$ cat src/rtl/jt1943_rom_pkg.sv
// Shared constants for the 1943 SDRAM ROM map and the arbiter's default channel layout.
// ROM region offsets are added by the instantiating top; the arbiter only sees absolute addresses.
package jt1943_rom_pkg;

    localparam int ROM_CH = 7;
    localparam int ROM_AW = 22;

    localparam logic [21:0] SND_OFFSET  = 22'h14000;
    localparam logic [21:0] CHAR_OFFSET = 22'h18000;
    localparam logic [21:0] MAP1_OFFSET = 22'h1C000;
    localparam logic [21:0] MAP2_OFFSET = 22'h20000;
    localparam logic [21:0] SCR1_OFFSET = 22'h24000;
    localparam logic [21:0] SCR2_OFFSET = 22'h44000;
    localparam logic [21:0] OBJ_OFFSET  = 22'h4C000;
    localparam logic [21:0] ROM_LEN     = 22'h6C000;

    localparam int CH_MAIN = 0;
    localparam int CH_SND  = 1;
    localparam int CH_CHAR = 2;
    localparam int CH_MAP  = 3;
    localparam int CH_SCR1 = 4;
    localparam int CH_SCR2 = 5;
    localparam int CH_OBJ  = 6;

endpackage

$ cat src/rtl/jt1943_rom_pick.sv
// Combinational channel picker: lowest-index eligible channel, or round robin
// starting just after the last winner.
module jt1943_rom_pick #(
    parameter int CH = 7,
    parameter int RR = 0,
    parameter int IW = $clog2(CH)
) (
    input  logic [CH-1:0] i_elig,
    input  logic [IW-1:0] i_ptr,
    output logic [CH-1:0] o_oh,
    output logic [IW-1:0] o_idx,
    output logic          o_hit
);

    // One spare bit so ptr+1+k can exceed CH before the single wrap subtraction.
    logic [IW:0] w_j;

    always_comb begin
        o_hit = 1'b0;
        o_idx = '0;
        w_j   = '0;
        for (int k = 0; k < CH; k++) begin
            if (RR != 0) w_j = {1'b0, i_ptr} + (IW+1)'(1) + (IW+1)'(k);
            else         w_j = (IW+1)'(k);
            if (w_j >= (IW+1)'(CH)) w_j = w_j - (IW+1)'(CH);
            if (!o_hit && i_elig[w_j[IW-1:0]]) begin
                o_hit = 1'b1;
                o_idx = w_j[IW-1:0];
            end
        end
        o_oh = o_hit ? (CH'(1) << o_idx) : '0;
    end

endmodule

$ cat src/rtl/jt1943_rom_arb.sv
// SDRAM ROM arbiter: grants one request channel per cen onto a shared read port and
// returns a one-hot data strobe LAT cens later, never granting a channel twice per fetch.
module jt1943_rom_arb
    import jt1943_rom_pkg::*;
#(
    parameter int CH      = ROM_CH,
    parameter int AW      = ROM_AW,
    parameter int LAT     = 2,
    parameter int RR      = 0,
    parameter int RDY_CNT = 4
) (
    input  logic             i_clk,
    input  logic             i_rst,
    input  logic             i_cen,
    input  logic             i_downloading,
    input  logic             i_loop_rst,
    input  logic [CH-1:0]    i_ch_req,
    input  logic [CH*AW-1:0] i_ch_addr,
    output logic [CH-1:0]    o_ch_ack,
    output logic [CH-1:0]    o_ch_we,
    output logic [AW-1:0]    o_sdram_addr,
    output logic             o_sdram_re,
    output logic             o_ready,
    output logic             o_busy
);

    localparam int IW = $clog2(CH);
    localparam int PL = (LAT == 0) ? 1 : LAT;

    logic                     w_halt;
    logic [CH-1:0][AW-1:0]    w_addr;
    logic [CH-1:0]            w_elig, w_win_oh, w_del_oh;
    logic [IW-1:0]            w_win_idx, w_del_idx;
    logic                     w_hit, w_del_vld;

    logic [CH-1:0]            r_ack, r_we, r_inflight;
    logic [AW-1:0]            r_addr;
    logic                     r_re;
    logic [IW-1:0]            r_ptr;
    logic [PL-1:0]            r_vld_pipe;
    logic [PL-1:0][IW-1:0]    r_idx_pipe;
    logic [RDY_CNT-1:0]       r_rdy_sr;

    assign w_halt = i_rst | i_loop_rst | i_downloading;
    assign w_addr = i_ch_addr;
    assign w_elig = i_ch_req & ~r_inflight;

    jt1943_rom_pick #(.CH(CH), .RR(RR), .IW(IW)) u_pick (
        .i_elig (w_elig),
        .i_ptr  (r_ptr),
        .o_oh   (w_win_oh),
        .o_idx  (w_win_idx),
        .o_hit  (w_hit)
    );

    // With no latency the grant itself is the delivery.
    assign w_del_vld = (LAT == 0) ? w_hit     : r_vld_pipe[PL-1];
    assign w_del_idx = (LAT == 0) ? w_win_idx : r_idx_pipe[PL-1];
    assign w_del_oh  = w_del_vld ? (CH'(1) << w_del_idx) : '0;

    always_ff @(posedge i_clk) begin
        if (w_halt) begin
            r_ack      <= '0;
            r_we       <= '0;
            r_inflight <= '0;
            r_addr     <= '0;
            r_re       <= 1'b0;
            r_ptr      <= IW'(CH-1);
            r_vld_pipe <= '0;
            r_idx_pipe <= '0;
            r_rdy_sr   <= '0;
        end else if (i_cen) begin
            r_re  <= ~r_re;
            r_ack <= w_win_oh;
            r_we  <= w_del_oh;
            if (w_hit) begin
                r_addr <= w_addr[w_win_idx];
                r_ptr  <= w_win_idx;
            end
            // Set after clear: a same-update regrant keeps the channel in flight.
            r_inflight <= (LAT == 0) ? '0 : ((r_inflight & ~w_del_oh) | w_win_oh);
            for (int i = PL-1; i > 0; i--) begin
                r_vld_pipe[i] <= r_vld_pipe[i-1];
                r_idx_pipe[i] <= r_idx_pipe[i-1];
            end
            r_vld_pipe[0] <= w_hit;
            r_idx_pipe[0] <= w_win_idx;
            r_rdy_sr      <= (r_rdy_sr << 1) | RDY_CNT'(1);
        end
    end

    assign o_ch_ack     = r_ack;
    assign o_ch_we      = r_we;
    assign o_sdram_addr = r_addr;
    assign o_sdram_re   = r_re;
    assign o_ready      = r_rdy_sr[RDY_CNT-1];
    assign o_busy       = (LAT == 0) ? 1'b0 : |r_vld_pipe;

endmodule

$ cat config.mk
export PLATFORM = sky130hd
export DESIGN_NAME = jt1943_rom_arb
export DESIGN_NICKNAME = d
export VERILOG_FILES = /design/src/rtl/jt1943_rom_pkg.sv /design/src/rtl/jt1943_rom_pick.sv /design/src/rtl/jt1943_rom_arb.sv
export SDC_FILE = /design/constraint.sdc
export NUM_CORES = 1
export LEC_CHECK = 0
export CORE_UTILIZATION = 42
export CTS_BUF_LIST = sky130_fd_sc_hd__clkbuf_4 sky130_fd_sc_hd__clkbuf_8
export DETAILED_ROUTE_END_ITERATION = 16
export PLACE_DENSITY_LB_ADDON = 0.12
export SYNTH_ARGS = -nofsm -noshare
export SYNTH_HDL_FRONTEND = slang
export SYNTH_SLANG_ARGS = --single-unit
export TNS_END_PERCENT = 100
$ cat constraint.sdc
create_clock -name i_clk -period 3 [get_ports i_clk]
set_input_delay 0.6 -clock i_clk [delete_from_list [all_inputs] [get_ports i_clk]]
set_output_delay 0.6 -clock i_clk [all_outputs]
set_load 0.02 [all_outputs]
==> impl_results.md, run 1 <==
- GRT Max-Usage Layer: met2
- Area of the multi-input gates: 2100 sq um
- Post-route minimum period: approximately 2.7 ns
- Drt drc: 0
- Hold Fails Final Rpt: 0
- Crit Reg-Reg Startpoint: r_inflight[6]
- Die area: around 8400 sq um
- R2R cell count: 6
- FILL cells: approximately 600
- Post-CTS Setup Bufs: 0
- Mapped Cells: about 370
- CTS Buf Count: 5
- Count of warnings emitted by yosys: 0
- Die Ht: slightly above 90 um
- Total GRT Usage: 28.1%
- CTS tree: done
- Crit path capture: o_sdram_addr[1]
- Synth Net Count: about 540
- Max rail drop VDD: ~0.21 mV
- Sequential power share: between 40 and 50%
- Resized cells post-CTS: 0
- Total power: ~1.8 mW
- Cell breakdown of the critical path: clkdlybuf4s50_1, nor2b_1, nor2_1, a21oi_4, mux2i_1, a211o_1, a41oi_1
- 1st-iter DRT viols: between 200 and 250
- Register area: around 1100 sq um
- Max stage delay cell, worst path: a21oi_4
- Dpl cell area: about 5500 sq um
- Nets: about 730
- Endpoint class of the critical path: flop
- Core ar.: approximately 7700 sq um
- Overflow after GRT: 0
- Initial cell density of the core: around 43%
- Worst-skew pair later-pin latency: roughly 0.31 ns
- CP top delay family: compound AO/OA/AOI/OAI gates
- Share of cells above drive strength 1: between 10% and 20%
- Worst Path Required: roughly 3.2 ns
- RSZ-0062 raised after global routing: no
- Sw Ratio: between 20% and 30%
- Max-cap violations: 0
- Met3 usage: under 10%
- Clk pwr share: 28.7%
- Syn_area_per_cell: 9.10 sq um
- NetSw: around 0.44 mW
- Initial antenna violation count: 0
- FP Rows: 32
- Pwr dens: 313 nW/um^2
- Post-DRT Antenna Nets: 0
- Clock transition at path regs: between 0.1 and 0.15 ns
- Die Width: 91.4 um
- GR Layer Usage met1: roughly 33%
- Critical path buffers and inverters: 1
- R2R setup slack: about 0.66 ns
- Number of inserted diodes: 0
- Critical path arrival: slightly below 3 ns
- Placer Congestion: approximately 0.86
- Vias/cell: between 5 and 6
- Fmax: between 300 and 400 MHz
- Critical path origin: i_ch_req[3]
- Stages on worst setup path: 7
- Crit Path Max Fanout: 23
- Met2 Track Usage GR: 50.7%
- Area growth, synth to finish: 67.4%
- Worst-margin pin slew: 1.04 ns
- Part of the cycle the worst path needs: between 90 and 100%
- Global-route wire length before repair: around 19 mm
- Final Cell Area: 5620 sq um
- Final Max Tran Viols: 0
- Drt total wl: between 10 and 15 mm
- Clk buf depth: 2
- Critical Path Source Type: primary input
- WL per Instance: approximately 18 um
- Dpl ws: -0.0394 ns
- Final worst slack: 0.280 ns
- Slew margin rel.: between 30 and 40%
- Num Clock Sinks: 56
- Setup violators final: 0
- Number of global-route vias before repair: roughly 3700
- Vias: ~3700
- Mapped cell area: between 3000 and 4000 sq um
- Status: finished clean
- Internal power: approximately 1.3 mW
- IO Count: 205
- DRT Pass-1 Iters: 6
- Post-Route Setup TNS: 0 ns
- Crit-path max cell delay: 0.83 ns
- R2R Path End: o_sdram_addr[1]
- Largest net degree at the start of global routing: between 40 and 50
- Post-DP HPWL: between 9 and 10 mm
- HP Class: flop to flop
- CTS root buf: clkbuf_8
- Distinct cells, synth: 45
- Combinational group share of total power: between 20 and 30%
- CTS Hold Bufs: 0
- P_leak: approximately 2.1 nW
- Yosys reg bits: 56
- Buffers on Ports: a little over 200
- H-tree depth: 2
- Setup CP Type: primary input to flop
- Fin Clk Skew: 0.00974 ns
- Seq/Total Area, Yosys: 33.4%
[worst register-to-register path: stages, from the launching register on]
cell,delay [ns]
dfxtp_1,0.32
nand2b_1,0.17
nand3b_1,0.23
a21oi_4,0.85
mux2i_1,0.18
a211o_1,0.33
a41oi_1,0.20
[cells by family after synthesis]
| family | count (synthesis) | synth area share, % |
|---|---|---|
| flip-flops | 56 | 33.4 |
| multiplexers | 72 | 23.1 |
| XOR/XNOR | 1 | 0.261 |
| AO/OA/AOI/OAI | 101 | 22.1 |
| buffers and inverters | 29 | 4.58 |
| AND/OR/NAND/NOR | 110 | 16.6 |
[cells in the mapped netlist (all sizes together)]
library cell,count,area share (%)
o31ai,1,0.22
a32o,1,0.30
a222oi,20,6.0
mux2i,30,8.9
nand3,5,0.74
a41oi,2,0.52
or2,1,0.19
or2b,3,0.75
o21ai,2,0.41
clkbuf,19,2.1
a22o,1,0.26
a211o,21,5.5
a22oi,1,0.22
nand2b,21,4.1
and2,1,0.19
nor3,1,0.15
nand4,3,1.0
nand2,44,5.0
nand3b,1,0.22
o211ai,1,0.22
a2bb2oi,1,0.26
o32a,1,0.67
mux2,42,14
a21oi,47,7.1
nor2,19,2.1
nor2b,7,1.3
xnor2,1,0.26
dfxtp,56,33
and3,2,0.37
buf,10,2.5
a211oi,1,0.22
or3,1,0.19
and2b,1,0.22
a21boi,1,0.22
[how the worst min path moves through the flow]
stage / from / end / slack (ns) / depth (start not counted)
4_1_cts: r_inflight[5] / r_inflight[5] / 0.47 / 2
2_1_floorplan: r_inflight[5] / r_inflight[5] / 0.43 / 2
3_5_place_dp: r_inflight[5] / r_inflight[5] / 0.45 / 2
3_3_place_gp: r_inflight[5] / r_inflight[5] / 0.44 / 2
5_1_grt: r_inflight[6] / r_inflight[6] / 0.50 / 2
6_report: r_inflight[5] / r_inflight[5] / 0.47 / 2
[power by group through the flow]
stage / Clock, mW / Combinational [mW] / Sequential [mW]
finish: 0.506 / 0.497 / 0.760
CTS: 0.517 / 0.496 / 0.760
detailed placement: 0 / 0.494 / 0.777
global placement: 0 / 0.486 / 0.776
global route: 0.551 / 0.529 / 0.761
floorplan: 0 / 0.201 / 0.786
[per-stage QoR]
step | utilization, % | hold slack (ns) | std cells
global route | 72.8 | 0.499 | 669
detailed placement | 71.3 | 0.452 | 661
global placement | 71.3 | 0.442 | 661
finish | 72.8 | 0.465 | 669
CTS | 72.8 | 0.467 | 669
floorplan | - | 0.431 | 369
[layout make-up]
class / count / share of cell area, %
multi-input combinational: 284 / 37.3
tap: 102 / 2.27
timing repair buffer: 219 / 38.5
clock buffer: 6 / 1.36
clock inverter: 2 / 0.623
sequential: 56 / 19.9
[registers in the layout (all words and copies together) (netlist names)]
signal	cells
w_del_idx	3
o_ch_we	7
r_vld_pipe	2
o_ch_ack	7
r_rdy_sr	4
o_sdram_re	1
o_sdram_addr	22
r_inflight	7
r_idx_pipe	3
[layer usage]
metal / vias up / part of all wire, %
met5: - / 0
met1: 1766 / 40
met3: 18 / 7.3
met4: 0 / 1.6
met2: 176 / 51
li1: 1762 / -
[placed cells by master, fill, tap and decap left out, drive strengths merged]
master	synthesis	final
a22o	1	1
buf	10	15
xnor2	1	1
or2b	3	3
clkbuf	19	6
bufinv	0	1
o31ai	1	1
nor3	1	1
a211oi	1	1
a21boi	1	1
or3	1	1
and2b	1	1
a2bb2oi	1	1
a41oi	2	2
nor2	19	19
a211o	21	21
nand3	5	5
nand2b	21	21
o21ai	2	2
o211ai	1	1
nand2	44	44
nor2b	7	7
mux2i	30	30
a21oi	47	47
dfxtp	56	56
and2	1	1
clkdlybuf4s50	0	204
nand3b	1	1
a22oi	1	1
nand4	3	3
and3	2	2
o32a	1	1
a32o	1	1
or2	1	1
mux2	42	42
clkinv	0	1
a222oi	20	20
(Power assumes the default switching activity.)
==> inputs of run 2 (changes only) <==
Settings changed: ABC_AREA from default to 0.
Clock period 3 ns to 3.3 ns, I/O delays scaled along.
==> run 2 against run 1 <==
Compared with the run above: critical path depth stayed put; flip-flop and latch count unchanged; clock-buffer cell count decreased by 1; die area did not move; wire length decreased by 2.9%; highest routed layer unchanged.
==> impl_results.md, run 2 (synthesis results as in run 1) <==
- Endpoint class of the critical path: flop
- FP Rows: 32 (unchanged)
- Part of the cycle the worst path needs: roughly 84%
- H-tree depth: 2 (unchanged)
- Hold Fails Final Rpt: 0 (unchanged)
- Die area: 8360 sq um (unchanged)
- Crit Path Max Fanout: 24 (+4.3%)
- Sequential power share: 44.9% (+1.8 points)
- Slew margin rel.: 20.9% (-9.8 points)
- Worst Path Required: 3.49 ns (+0.25 ns)
- Vias/cell: 5.58 (+0.37%)
- Initial cell density of the core: 43.5% (unchanged)
- Number of global-route vias before repair: 3667 (-1.5%)
- Critical Path Source Type: primary input
- Buffers on Ports: 204 (unchanged)
- Num Clock Sinks: 56 (unchanged)
- 1st-iter DRT viols: 177 (-15%)
- Largest net degree at the start of global routing: 37 (-20%)
- CTS Hold Bufs: 0 (unchanged)
- RSZ-0062 raised after global routing: no
- Core ar.: 7730 sq um (unchanged)
- Vias: 3708 (-0.38%)
- Dpl cell area: 5500 sq um (-0.23%)
- Area growth, synth to finish: 66.5%
- Setup violators final: 0 (unchanged)
- Max rail drop VDD: 0.177 mV (-17%)
- HP Class: flop to flop
- Met2 WL: 5.85 mm (-5.6%)
- Die Ht: 91.4 um (unchanged)
- Clk pwr share: 25.6% (-3.1 points)
- Critical path arrival: 2.98 ns (+0.02 ns)
- CTS tree: done
- P_leak: 2.08 nW (-1.3%)
- Post-CTS Setup Bufs: 0 (unchanged)
- Max-cap violations: 0 (unchanged)
- DRT Pass-1 Iters: 5 (-1)
- Worst-margin pin slew: 1.19 ns (+0.149 ns)
- Share of cells above drive strength 1: 11.7% (-0.78 points)
- WL per Instance: 17.8 um (-2.2%)
- Final Max Tran Viols: 0 (unchanged)
- Number of inserted diodes: 0 (unchanged)
- Status: finished clean
- Metal1 wirelength: 4.70 mm (-3.2%)
- Setup CP Type: primary input to flop
- NetSw: 0.410 mW (-6.1%)
- Placer Congestion: 0.841 (-2.4%)
- Post-DRT Antenna Nets: 0 (unchanged)
- Drt drc: 0 (unchanged)
- Global-route wire length before repair: 18.2 mm (-1.6%)
- Worst-skew pair later-pin latency: 0.31 ns (about the same)
- Max Used Layer: met4
- Commonest non-fill, non-tap cell in the layout: clkdlybuf4s50_1
- Die Width: 91.4 um (unchanged)
- Post-route minimum period: between 2 and 3 ns
- Total GRT Usage: 27.6% (-0.46 points)
- Overflow after GRT: 0 (unchanged)
- Final Cell Area: 5590 sq um (-0.53%)
- Post-DP HPWL: 9.09 mm (-2.3%)
- Met3 WL: 945 um (+5.9%)
- Commonest non-fill, non-tap cells in the layout: 204 x clkdlybuf4s50_1, 56 x dfxtp_1, 46 x a21oi_1, 43 x nand2_1, 36 x mux2_2
- Pwr dens: 275 nW/um^2 (-12%)
- Fmax: 359 MHz
- Nets: 727 (-0.68%)
- R2R setup slack: 0.98 ns (+0.32 ns)
- Post-Route Setup TNS: 0 ns (unchanged)
- CTS root buf: clkbuf_8
- Initial antenna violation count: 0 (unchanged)
- CTS Buf Count: 5 (unchanged)
- Max reg flops: 22 (unchanged)
- Internal power: 1.13 mW (-15%)
- Total power: 1.54 mW (-13%)
- Clock transition at path regs: 0.11 ns (about the same)
- Sw Ratio: 26.6% (+1.9 points)
- Resized cells post-CTS: 0 (unchanged)
- Fin Clk Skew: 0.00731 ns (-0.00243 ns)
- Combinational group share of total power: 29.5% (+1.3 points)
- IO Count: 205 (unchanged)
- Drt total wl: 11.8 mm (-2.9%)
- Clk buf depth: 2 (unchanged)
run 2: changes by cell type in the layout (fill, tap and decap cells not counted):
cell / previous run / this run
bufinv_16: 1 / 0
buf_4: 14 / 7
clkinv_2: 1 / 0
buf_12: 1 / 3
inv_6: 0 / 2
clkinvlp_4: 0 / 1
clkbuf_4: 1 / 0
run 2: path summary, 6_finish.rpt:
kind                      start         endpoint  depth (start not counted)
hold / removal    r_inflight[6]    r_inflight[6]                          2
setup reg to reg  r_inflight[5]  o_sdram_addr[8]                          6
hold reg to reg   r_inflight[6]    r_inflight[6]                          2
setup / recovery    i_ch_req[3]  o_sdram_addr[8]                          7
run 2: routing by layer:
| layer | global-route usage (%) | vias up |
|---|---|---|
| li1 | - | 1759 |
| met1 | 33.8 | 1752 |
| met2 | 47.3 | 175 |
| met3 | 6.45 | 22 |
| met4 | 9.26 | 0 |
| met5 | 0 | - |
run 2: power groups by stage:
stage               Clock (mW)  Sequential [mW]  Combinational [mW]
floorplan                    0            0.715               0.183
global placement             0            0.706               0.446
detailed placement           0            0.706               0.452
CTS                      0.406            0.691               0.454
global route             0.432            0.692               0.481
finish                   0.393            0.691               0.454
run 2: worst max-delay path, stage by stage:
cell and delay (ns):
clkdlybuf4s50_1 0.47, or2b_2 0.34, o21ai_2 0.21, nand2_2 0.43, mux2_2 0.44, a222oi_1 0.32
nand2_1 0.09
run 2: layout make-up:
cell class | instances | area, sq um
sequential | 56 | 1120
tap | 102 | 128
timing repair buffer | 214 | 2150
clock buffer | 5 | 68.8
clock inverter | 3 | 25.0
multi-input combinational | 284 | 2100
fill | 610 | 2130
run 2: stage by stage:
| step | cells | setup slack, ns | utilization, % | hold slack (ns) |
|---|---|---|---|---|
| finish | 664 | 0.515 | 72.4 | 0.464 |
| global route | 664 | 0.407 | 72.4 | 0.493 |
| CTS | 664 | 0.519 | 72.4 | 0.464 |
| detailed placement | 656 | 0.186 | 71.2 | 0.446 |
| global placement | 656 | 0.255 | 71.2 | 0.440 |
| floorplan | 369 | 1.07 | - | 0.431 |
